==> config.mk <==
export PLATFORM = sky130hd
export DESIGN_NAME = imm_gen_pipe
export DESIGN_NICKNAME = d
export VERILOG_FILES = /design/src/rtl/imm_gen_pkg.sv /design/src/rtl/imm_extract.sv /design/src/rtl/imm_gen_pipe.sv
export SDC_FILE = /design/constraint.sdc
export NUM_CORES = 1
export LEC_CHECK = 0
export BUFFER_PORTS_ARGS = -buffer_cell sky130_fd_sc_hd__buf_2
export CELL_PAD_IN_SITES_DETAIL_PLACEMENT = 0
export CELL_PAD_IN_SITES_GLOBAL_PLACEMENT = 1
export CORE_ASPECT_RATIO = 1.25
export CORE_UTILIZATION = 40
export DETAILED_ROUTE_END_ITERATION = 8
export HOLD_SLACK_MARGIN = 0.1
export PLACE_DENSITY_LB_ADDON = 0.1
export SETUP_SLACK_MARGIN = 0.05
export SLEW_MARGIN = 5
export SYNTH_ARGS = -nofsm -noshare
export SYNTH_HDL_FRONTEND = slang
export SYNTH_SLANG_ARGS = --single-unit
==> constraint.sdc <==
create_clock -name clk_in -period 1.82 [get_ports clk_in]
set_input_delay 0.455 -clock clk_in [delete_from_list [all_inputs] [get_ports clk_in]]
set_output_delay 0.455 -clock clk_in [all_outputs]
set_load 0.02 [all_outputs]
==> src/rtl/imm_gen_pkg.sv <==
// Shared immediate-type codes and parameter checks for the pipelined immediate generator.
package imm_gen_pkg;

  localparam logic [2:0] IMM_I     = 3'b000;
  localparam logic [2:0] IMM_S     = 3'b001;
  localparam logic [2:0] IMM_B     = 3'b010;
  localparam logic [2:0] IMM_U     = 3'b011;
  localparam logic [2:0] IMM_J     = 3'b100;
  localparam logic [2:0] IMM_Z     = 3'b101;
  localparam logic [2:0] IMM_SHAMT = 3'b110;
  localparam logic [2:0] IMM_RSV   = 3'b111;

  function automatic bit xlen_legal(input int xlen);
    return (xlen == 32) || (xlen == 64);
  endfunction

endpackage

==> src/rtl/imm_extract.sv <==
// Combinational immediate extraction: builds a 32-bit field, then sign-extends it to XLEN.
module imm_extract
  import imm_gen_pkg::*;
#(
  parameter int XLEN = 32
) (
  input  logic [2:0]      imm_type,
  input  logic [31:7]     inst,
  output logic [XLEN-1:0] imm,
  output logic            err
);

  // Zero-extended formats keep bit 31 clear, so one signed extension serves every type.
  logic [31:0] field;

  always_comb begin
    field = '0;
    err   = 1'b0;
    case (imm_type)
      IMM_I:     field = {{20{inst[31]}}, inst[31:20]};
      IMM_S:     field = {{20{inst[31]}}, inst[31:25], inst[11:7]};
      IMM_B:     field = {{19{inst[31]}}, inst[31], inst[7], inst[30:25], inst[11:8], 1'b0};
      IMM_U:     field = {inst[31:12], 12'b0};
      IMM_J:     field = {{11{inst[31]}}, inst[31], inst[19:12], inst[20], inst[30:21], 1'b0};
      IMM_Z:     field = {27'b0, inst[19:15]};
      IMM_SHAMT: field = (XLEN == 64) ? {26'b0, inst[25:20]} : {27'b0, inst[24:20]};
      default:   err   = 1'b1;
    endcase
    imm = XLEN'($signed(field));
  end

endmodule

==> src/rtl/imm_gen_pipe.sv <==
// Pipelined immediate generator: valid/ready input, registered head entry plus one skid entry.
module imm_gen_pipe
  import imm_gen_pkg::*;
#(
  parameter int XLEN  = 32,
  parameter int TAG_W = 5
) (
  input  logic             clk_in,
  input  logic             rst_in,
  input  logic             flush_in,
  input  logic             valid_in,
  output logic             ready_out,
  input  logic [2:0]       imm_type_in,
  input  logic [31:7]      inst_in,
  input  logic [TAG_W-1:0] tag_in,
  output logic             valid_out,
  input  logic             ready_in,
  output logic [XLEN-1:0]  imm_out,
  output logic [TAG_W-1:0] tag_out,
  output logic             imm_err_out
);

  if (!xlen_legal(XLEN)) begin : g_bad_xlen
    $error("imm_gen_pipe: XLEN must be 32 or 64");
  end
  if (TAG_W < 1) begin : g_bad_tag
    $error("imm_gen_pipe: TAG_W must be at least 1");
  end

  logic [XLEN-1:0]  ext_imm;
  logic             ext_err;

  logic             main_v, main_v_n, skid_v, skid_v_n, rdy_q;
  logic [XLEN-1:0]  main_imm, main_imm_n, skid_imm, skid_imm_n;
  logic [TAG_W-1:0] main_tag, main_tag_n, skid_tag, skid_tag_n;
  logic             main_err, main_err_n, skid_err, skid_err_n;
  logic             acc, pop;

  imm_extract #(.XLEN(XLEN)) u_extract (
    .imm_type (imm_type_in),
    .inst     (inst_in),
    .imm      (ext_imm),
    .err      (ext_err)
  );

  assign acc = valid_in & rdy_q & ~flush_in;
  assign pop = main_v & ready_in;

  // The main entry is always the head; skid is only ever valid while main is.
  always_comb begin
    main_v_n   = main_v;
    main_imm_n = main_imm;
    main_tag_n = main_tag;
    main_err_n = main_err;
    skid_v_n   = skid_v;
    skid_imm_n = skid_imm;
    skid_tag_n = skid_tag;
    skid_err_n = skid_err;
    if (flush_in) begin
      main_v_n = 1'b0;
      skid_v_n = 1'b0;
    end else if (pop) begin
      if (skid_v) begin
        main_imm_n = skid_imm;
        main_tag_n = skid_tag;
        main_err_n = skid_err;
        skid_v_n   = 1'b0;
      end else if (acc) begin
        main_imm_n = ext_imm;
        main_tag_n = tag_in;
        main_err_n = ext_err;
      end else begin
        main_v_n = 1'b0;
      end
    end else if (acc) begin
      if (!main_v) begin
        main_v_n   = 1'b1;
        main_imm_n = ext_imm;
        main_tag_n = tag_in;
        main_err_n = ext_err;
      end else begin
        skid_v_n   = 1'b1;
        skid_imm_n = ext_imm;
        skid_tag_n = tag_in;
        skid_err_n = ext_err;
      end
    end
  end

  // ready is registered from the next occupancy so it never depends on ready_in combinationally.
  always_ff @(posedge clk_in) begin
    if (rst_in) begin
      main_v   <= 1'b0;
      main_imm <= '0;
      main_tag <= '0;
      main_err <= 1'b0;
      skid_v   <= 1'b0;
      skid_imm <= '0;
      skid_tag <= '0;
      skid_err <= 1'b0;
      rdy_q    <= 1'b0;
    end else begin
      main_v   <= main_v_n;
      main_imm <= main_imm_n;
      main_tag <= main_tag_n;
      main_err <= main_err_n;
      skid_v   <= skid_v_n;
      skid_imm <= skid_imm_n;
      skid_tag <= skid_tag_n;
      skid_err <= skid_err_n;
      rdy_q    <= ~(main_v_n & skid_v_n);
    end
  end

  assign ready_out   = rdy_q;
  assign valid_out   = main_v;
  assign imm_out     = main_imm;
  assign tag_out     = main_tag;
  assign imm_err_out = main_err;

endmodule

==> results of run 1 <==
==> power breakdown <==
group / switching (uW) / internal (uW) / leakage (uW)
clock: 727 / 965 / 0.000139
sequential: 19.9 / 1770 / 0.000640
combinational: 282 / 174 / 0.00109
==> layout make-up <==
type / instances / area (sq um) / area share [%]
Clock buffer: 10 / 239 / 5.15
Clock inverter: 6 / 43.8 / 0.943
Inverter: 10 / 37.5 / 0.809
Multi-Input combinational cell: 320 / 1940 / 41.7
Sequential cell: 79 / 1580 / 34.1
Tap cell: 123 / 154 / 3.32
Timing Repair Buffer: 107 / 648 / 14.0
==> worst paths after layout <==
kind            endpoint  slack [ns]  depth (start not counted)   startpoint
max          imm_out[10]        0.16                          5    valid_out
max reg2reg  imm_out[10]        0.16                          5    valid_out
min reg2reg  skid_tag[0]        0.45                          2  skid_tag[0]
min          skid_tag[3]        0.37                          3    tag_in[3]
==> Yosys cell counts, drive strengths merged (2+ instances only) <==
cell / instances / area, sq um
mux2i: 5 / 50.1
dfxtp: 79 / 1580
nor3: 26 / 140
nand3b: 10 / 75.1
nor3b: 8 / 60.1
o31ai: 4 / 30.0
nor4: 7 / 58.8
o22ai: 8 / 50.1
nor2b: 2 / 12.5
nand3: 5 / 25.0
a211o: 7 / 61.3
and2b: 2 / 15.0
a22oi: 6 / 45.0
inv: 10 / 37.5
a221oi: 6 / 52.6
nand2: 54 / 208
a21oi: 39 / 195
buf: 25 / 164
clkbuf: 16 / 60.1
nor2: 49 / 184
o211ai: 2 / 15.0
a32o: 11 / 110
nand2b: 17 / 109
o21a: 9 / 67.6
o21ai: 7 / 35.0
a211oi: 18 / 148
a311oi: 6 / 90.1
==> sequential cells by signal, summed over array words and instances (netlist names) <==
signal	count
imm_err_out	1
imm_out	32
ready_out	1
skid_err	1
skid_imm	32
skid_tag	5
skid_v	1
tag_out	5
valid_out	1
==> cell families (layout without fill, tap and decap cells) <==
kind of cell    after synthesis  in the layout  share of synthesized area (%)
mux                           5              5                           1.32
compound gates              128            128                           24.9
fa+ha+maj                     1              1                          0.265
flops                        79             79                           41.9
simple gates                186            186                           24.7
buf+inv                      51            133                           6.92
==> stage by stage <==
stage | std cells | power (uW) | setup slack [ns] | instance area, sq um
floorplan | 450 | 2100 | 0.158 | 3780
detailed placement | 639 | 2280 | -0.0927 | 4360
CTS | 655 | 3980 | 0.0624 | 4640
global placement | 639 | 2280 | -0.119 | 4360
finish | 655 | 3930 | 0.163 | 4640
global route | 655 | 4110 | 0.0778 | 4640
==> critical path: stages (launching register included) <==
cell and delay, ns:
dfxtp_2 0.37, and2b_1 0.21, a211o_1 0.37, buf_4 0.22, a221oi_1 0.28, nor3_1 0.09
==> metal layers <==
layer  routed length (microns)  share of wire, %  track usage (%)  vias up
li1                          -                 -                -     1774
met2                      5120                50             37.4       73
met4                       132               1.3             6.98        0
met5                         0                 0                0        -
met3                       435               4.2             3.65       11
met1                      4630                45             28.8     1682
==> metrics, run 1 <==
GP Congestion=0.793; Pre-antenna DRT Iters=4; period utilisation layout=91.1%; CORE AREA=0.00917 sq mm; Vias=3,540; Worst Path Arrival=1.88 ns; vias in the first global route=3,340; Yosys warnings=0; root buffer cell=clkbuf_16; first-pass GRT wire length=16,900 microns; Slew Limit Headroom=47.8%; CTS max path bufs=2; FMAX=603 MHz; Clock Skews=0.00753 ns; vias per inst=5.40; PostCTS Resize Cnt=0; final period demand of the worst path=1.66 ns; CTS tree=yes; total leakage power=0.00187 uW; total wire length=10,300 microns; Worst Path Required=2.04 ns; # fillers=956; Die ar.=0.00984 sq mm; Row Count=39; worst hold margin=0.367 ns; pwr dens=847 mW/mm^2; RSZ-0062 raised after global routing=false; Startpoint Class=register; Clock Latency Late Sink=0.34 ns; Netlist Area Pre-Place=0.00378 sq mm; hold buffer count at cts=0; Final ANT Viol Nets=0; worst-path fanout max=12; type of the worst min-delay path=input port to register; initial antenna violation count=0; Top FF cell, synth=dfxtp_1; Setup Viol. Count Final=0; EDFF count, synth=0; syn nets=488; DRC Markers=0; detailed placement HPWL=7110 microns; status=finished, final reports clean; Post-Syn Instances=450; Total Neg Setup Slack=0 ns; max_cap viols=0; number of diodes=0; Overflow after GRT=0; Crit. End Element=register; clk slew on worst S/H paths=0.06 ns; Final Max Slew Viols=0; Layout area overhead=22.8%; post-layout util=50.6%; Async S/R FF share, synth=0%; Slew @ Worst Pin=0.780 ns; critical path class=register to register; Post CTS Setup Buffer Count=0; post-synthesis average cell area=8.40 sq um; largest net degree at the start of global routing=51; count of cell types in the netlist=48; global-route usage over all layers=22.3%; DR iter-0 viols=255; CTS sink cnt=79; CTS buffer count=9; PortBufs=77; H-Tree Level Count=3; # IOs=78; Die Ht=111 microns; Seq/Total Area, Yosys=41.9%; Final Net Count=565; Hold Vio Cnt, Final=0; WL/cell=15.8 microns; worst vdd ir=501 uV; most frequent cells in the layout=dfxtp_1 (77), buf_2 (77), nand2_1 (52), nor2_1 (49), a21oi_1 (39); layout cell share with drive strength beyond 1=25.9%; #FFs+latches synth=79; Starting Density=41.2%; Die X=88.9 microns
No activity file was read; power rests on OpenSTA's default activity.
==> run 2, diff against run 1 <==
Settings changed: BUFFER_PORTS_ARGS -buffer_cell sky130_fd_sc_hd__buf_2 to -buffer_cell sky130_fd_sc_hd__buf_4, SKIP_CTS_REPAIR_TIMING set to 1.
==> run 2 against run 1 <==
  * Clock skew down 0.0038 ns
  * Fmax up 2.0%
  * Sequential power about the same
  * Power up 5.4%
  * Global-route usage down 0.60 points
  * Utilization up 2.6 points
  * Critical path depth unchanged
  * Design area up 5.2%
  * Clock power up 11%
  * First-iteration DRC count down 46%
  * Critical path type unchanged
==> metrics, run 2 (synthesized netlist as in run 1, its figures left out) <==
initial antenna violation count=0 (unchanged); fin cells=654 (-0.15%); worst vdd ir=556 uV (+11%); Crit. End Element=register; type of the worst min-delay path=input port to register; clock network power share=45.1% (+2.1 points); Layout area overhead=29.2%; CTS tree=yes; Hold Vio Cnt, Final=0 (unchanged); CORE AREA=0.00917 sq mm (unchanged); total leakage power=0.00192 uW (+2.6%); R2R depth=5 (unchanged); vias per inst=5.38 (-0.41%); Final Max Slew Viols=0 (unchanged); Clock Latency Late Sink=0.33 ns (about the same); root buffer cell=clkbuf_16; most frequent cells in the layout=buf_4 (101), dfxtp_1 (79), nand2_1 (52), nor2_1 (49), a21oi_1 (39); Clock Skews=0.00373 ns (-0.00380 ns); sequential power share=43.1% (-2.3 points); Pint=3120 uW (+7.5%); CTS buffer count=9 (unchanged); total wire length=10,200 microns (-1.6%); DR iter-0 viols=138 (-46%); global-route usage over all layers=21.7% (-0.60 points); CTS sink cnt=79 (unchanged); Die X=88.9 microns (unchanged); status=finished, final reports clean; FMAX=615 MHz (+2.0%); # IOs=78 (unchanged); Die ar.=0.00984 sq mm (unchanged); Slew Limit Headroom=51.7% (+3.9 points); most common cell after layout, fill and taps aside=buf_4; Final ANT Viol Nets=0 (unchanged); worst-path fanout max=12 (unchanged); largest net degree at the start of global routing=56 (+9.8%); RSZ-0062 raised after global routing=false; Slew @ Worst Pin=0.722 ns (-0.0578 ns); Logic pwr share=11.9% (+0.3 points); Die Ht=111 microns (unchanged); Pre-antenna DRT Iters=5 (+1); WL/cell=15.5 microns (-1.5%); period utilisation layout=89.3% (-1.8 points); clk slew on worst S/H paths=0.06 ns (about the same); placed cell count=638 (-0.16%); Sw Ratio=24.7% (-1.5 points); hold path startpoint=ready_in; vias in the first global route=3,352 (+0.36%); first-pass GRT wire length=16,400 microns (-3.0%); Row Count=39 (unchanged); Total Neg Setup Slack=0 ns (unchanged); Worst Path Arrival=1.84 ns (-0.04 ns); Vias=3,520 (-0.56%); Worst Hold Path Cells=2 (-1); critical path class=register to register; CTS max path bufs=2 (unchanged); Final Net Count=564 (-0.18%); max_cap viols=0 (unchanged); H-Tree Level Count=3 (unchanged); GP Congestion=0.822 (+3.6%); Worst R2R Start=skid_v; Startpoint Class=register; Psw=1020 uW (-0.51%); layout cell share with drive strength beyond 1=25.4% (-0.52 points); detailed placement HPWL=7220 microns (+1.5%); CP Launch Point=skid_v; Setup Viol. Count Final=0 (unchanged); PortBufs=77 (unchanged); Starting Density=41.2% (unchanged); final period demand of the worst path=1.62 ns (-0.0323 ns); Worst Path Required=2.03 ns (about the same); Overflow after GRT=0 (unchanged); pwr dens=849 mW/mm^2 (+0.21%); DRC Markers=0 (unchanged); number of diodes=0 (unchanged)
[run 2: cell count changes in the layout (fill, tap and decap cells not counted), sizes merged]
cell | previous run | this run
clkinv | 4 | 2
bufinv | 0 | 1
clkbuf | 10 | 11
buf | 107 | 106
[run 2: worst paths after layout]
check	end	slack [ns]
setup / recovery	imm_out[5]	0.20
hold / removal	skid_v	0.36
setup reg to reg	imm_out[5]	0.20
hold reg to reg	skid_tag[0]	0.45
[run 2: area by class of cell]
| type | instances | area [sq um] |
|---|---|---|
| inverters | 10 | 37.5 |
| repair buffers | 106 | 858 |
| fillers | 924 | 4290 |
| multi-input cells | 320 | 1940 |
| well taps | 123 | 154 |
| clock buffers | 11 | 253 |
| clock inverters | 5 | 63.8 |
| flip-flops and latches | 79 | 1580 |
[run 2: power groups by stage]
stage	logic, uW	clock network (uW)	registers [uW]
floorplan	240	0	1860
global placement	488	0	1820
detailed placement	492	0	1830
CTS	494	1910	1790
global route	536	1990	1790
finish	491	1870	1790
[run 2: stage by stage]
step / hold WS (ns) / setup WS (ns) / instance area, sq um / total power [uW] / util [%]
after floorplan: 0.437 / 0.158 / 3780 / 2100 / -
after global placement: 0.443 / 0.0236 / 4570 / 2310 / 49.8
after detailed placement: 0.447 / 0.00610 / 4570 / 2320 / 49.8
after CTS: 0.349 / 0.198 / 4880 / 4190 / 53.2
after global routing: 0.375 / 0.0804 / 4880 / 4310 / 53.2
final: 0.357 / 0.195 / 4880 / 4150 / 53.2
[run 2: metal layers]
metal,track usage [%],part of all wire [%]
met2,35.9,50
met5,0,0
met3,3.28,3.5
met1,27.4,44
met4,9.42,2.4
[run 2: critical path: stages, from the launching register on]
cell and delay (ns):
dfxtp_1 0.44, nand2_2 0.12, a211o_1 0.39, buf_4 0.21
a221oi_1 0.26, nor3_1 0.09
==> run 3, diff against run 2 <==
Settings changed: BUFFER_PORTS_ARGS -buffer_cell sky130_fd_sc_hd__buf_4 to not set, CELL_PAD_IN_SITES_DETAIL_PLACEMENT 0 to 1, CORE_UTILIZATION 40 to 46, DONT_BUFFER_PORTS set to 1.
==> run 3 against run 2 <==
  * Worst hold slack worse by 0.20 ns
  * Global-route usage increased by 2.2 points
  * Sequential cell count did not move
  * Die area is 13% lower
  * Power is 14% lower
  * Sequential power increased by 2%
  * Clock-buffer cell count down 2
  * Non-clock buffer count down 88
  * Largest cell class unchanged
==> metrics, run 3 (synthesized netlist as in run 1, its figures left out) <==
status=finished, final reports clean; global-route usage over all layers=23.9% (+2.2 points); vias per inst=6.06 (+13%); total wire length=10,100 microns (-0.92%); CTS max path bufs=2 (unchanged); pwr dens=870 mW/mm^2 (+2.5%); Sequential Area=0.00158 sq mm (+0.16%); FMAX=612 MHz (-0.54%); DR iter-0 viols=127 (-8.0%); Starting Density=47.9% (+6.7 points); Setup Viol. Count Final=0 (unchanged); WL/cell=18.7 microns (+20%); Worst Path Required=2.06 ns (+0.03 ns); max_cap viols=0 (unchanged); # fillers=952 (+3.0%); Final Max Slew Viols=0 (unchanged); RSZ-0062 raised after global routing=false; post-layout util=51.7% (-1.5 points); DRC Markers=0 (unchanged); Die Ht=103 microns (-6.6%); Die ar.=0.00858 sq mm (-13%); Pre-antenna DRT Iters=4 (-1); largest net degree at the start of global routing=83 (+48%); detailed placement HPWL=6900 microns (-4.4%); DP Area=0.00385 sq mm (-16%); Clock Skews=0.00654 ns (+0.00280 ns); CTS buffer count=9 (unchanged); Hold Vio Cnt, Final=0 (unchanged); H-Tree Level Count=3 (unchanged); # IOs=78 (unchanged); worst-path fanout max=12 (unchanged); initial antenna violation count=0 (unchanged); Die X=83.1 microns (-6.6%); post-route cell area=0.00407 sq mm (-17%); most common cell after layout, fill and taps aside=dfxtp_1; period utilisation layout=89.8% (+0.48 points); layout cell share with drive strength beyond 1=11.3% (-14 points); type of the worst min-delay path=input port to register; CTS sink cnt=79 (unchanged); Row Count=36 (-7.7%); Worst Path Arrival=1.88 ns (+0.04 ns); Slew Limit Headroom=53.6% (+1.9 points); Overflow after GRT=0 (unchanged); clk slew on worst S/H paths=0.08 ns (+0.02 ns); worst vdd ir=582 uV (+4.7%); Crit. End Element=register; Vias=3,259 (-7.4%); total leakage power=0.00142 uW (-26%); CORE AREA=0.00788 sq mm (-14%); first-pass GRT wire length=16,200 microns (-1.6%); vias in the first global route=3,164 (-5.6%); Final ANT Viol Nets=0 (unchanged); Clock Latency Late Sink=0.36 ns (+0.03 ns); multi-input logic area=0.00194 sq mm (+0.13%); most frequent cells in the layout=dfxtp_1 (77), nand2_1 (52), nor2_1 (48), a21oi_1 (39), nor3_1 (24); CTS tree=yes; final period demand of the worst path=1.63 ns (+0.00878 ns); Final Net Count=476 (-16%); root buffer cell=clkbuf_8; GP Congestion=0.813 (-1.1%); Slew @ Worst Pin=0.693 ns (-0.0289 ns); Total Neg Setup Slack=0 ns (unchanged); critical path class=register to register; Layout area overhead=7.81%; Startpoint Class=register; number of diodes=0 (unchanged); PortBufs=0 (-100%)
-- run 3: area by class of cell --
type	count	share of cell area (%)
clock buffer	9	3.04
clock inverter	7	2.33
inverter	10	0.921
sequential	79	38.9
tap	95	2.92
multi-input combinational	320	47.6
timing repair buffer	18	4.33
-- run 3: critical path, cell delays in order, from the launching register on --
cell and delay, ns:
dfxtp_2 0.38, and2b_1 0.21, a211o_1 0.38, buf_4 0.22, a221oi_1 0.25, nor3_1 0.09
-- run 3: worst paths after layout --
path,slack (ns),startpoint,cells past startpoint,endpoint
max,0.19,valid_out,5,imm_out[5]
min,0.16,flush_in,1,valid_out
max reg2reg,0.19,valid_out,5,imm_out[5]
min reg2reg,0.45,skid_tag[2],2,skid_tag[2]
-- run 3: per-stage QoR --
| step | total power (uW) | cells | worst slack, ns | hold slack (ns) |
|---|---|---|---|---|
| 2_1_floorplan | 2100 | 450 | 0.158 | 0.437 |
| 4_1_cts | 3570 | 538 | -0.0440 | 0.151 |
| 6_report | 3550 | 538 | 0.186 | 0.157 |
| 5_1_grt | 3670 | 538 | 0.0849 | 0.143 |
| 3_3_place_gp | 2110 | 522 | -0.00715 | 0.437 |
| 3_5_place_dp | 2120 | 522 | -0.0464 | 0.442 |
-- run 3: per-layer routing --
layer | up-vias | GRT usage (%) | part of all wire, %
met4 | 0 | 9.02 | 1.8
met3 | 15 | 5.16 | 3.9
met5 | - | 0 | 0
met1 | 1589 | 29.3 | 43
met2 | 59 | 41.7 | 51
li1 | 1596 | - | -
-- run 3: report_power, final --
part | leakage [uW] | switching [uW] | internal, uW
combinational | 0.000669 | 140 | 112
clock | 0.000110 | 691 | 777
sequential | 0.000640 | 62.2 | 1760
total | 0.00142 | 893 | 2650
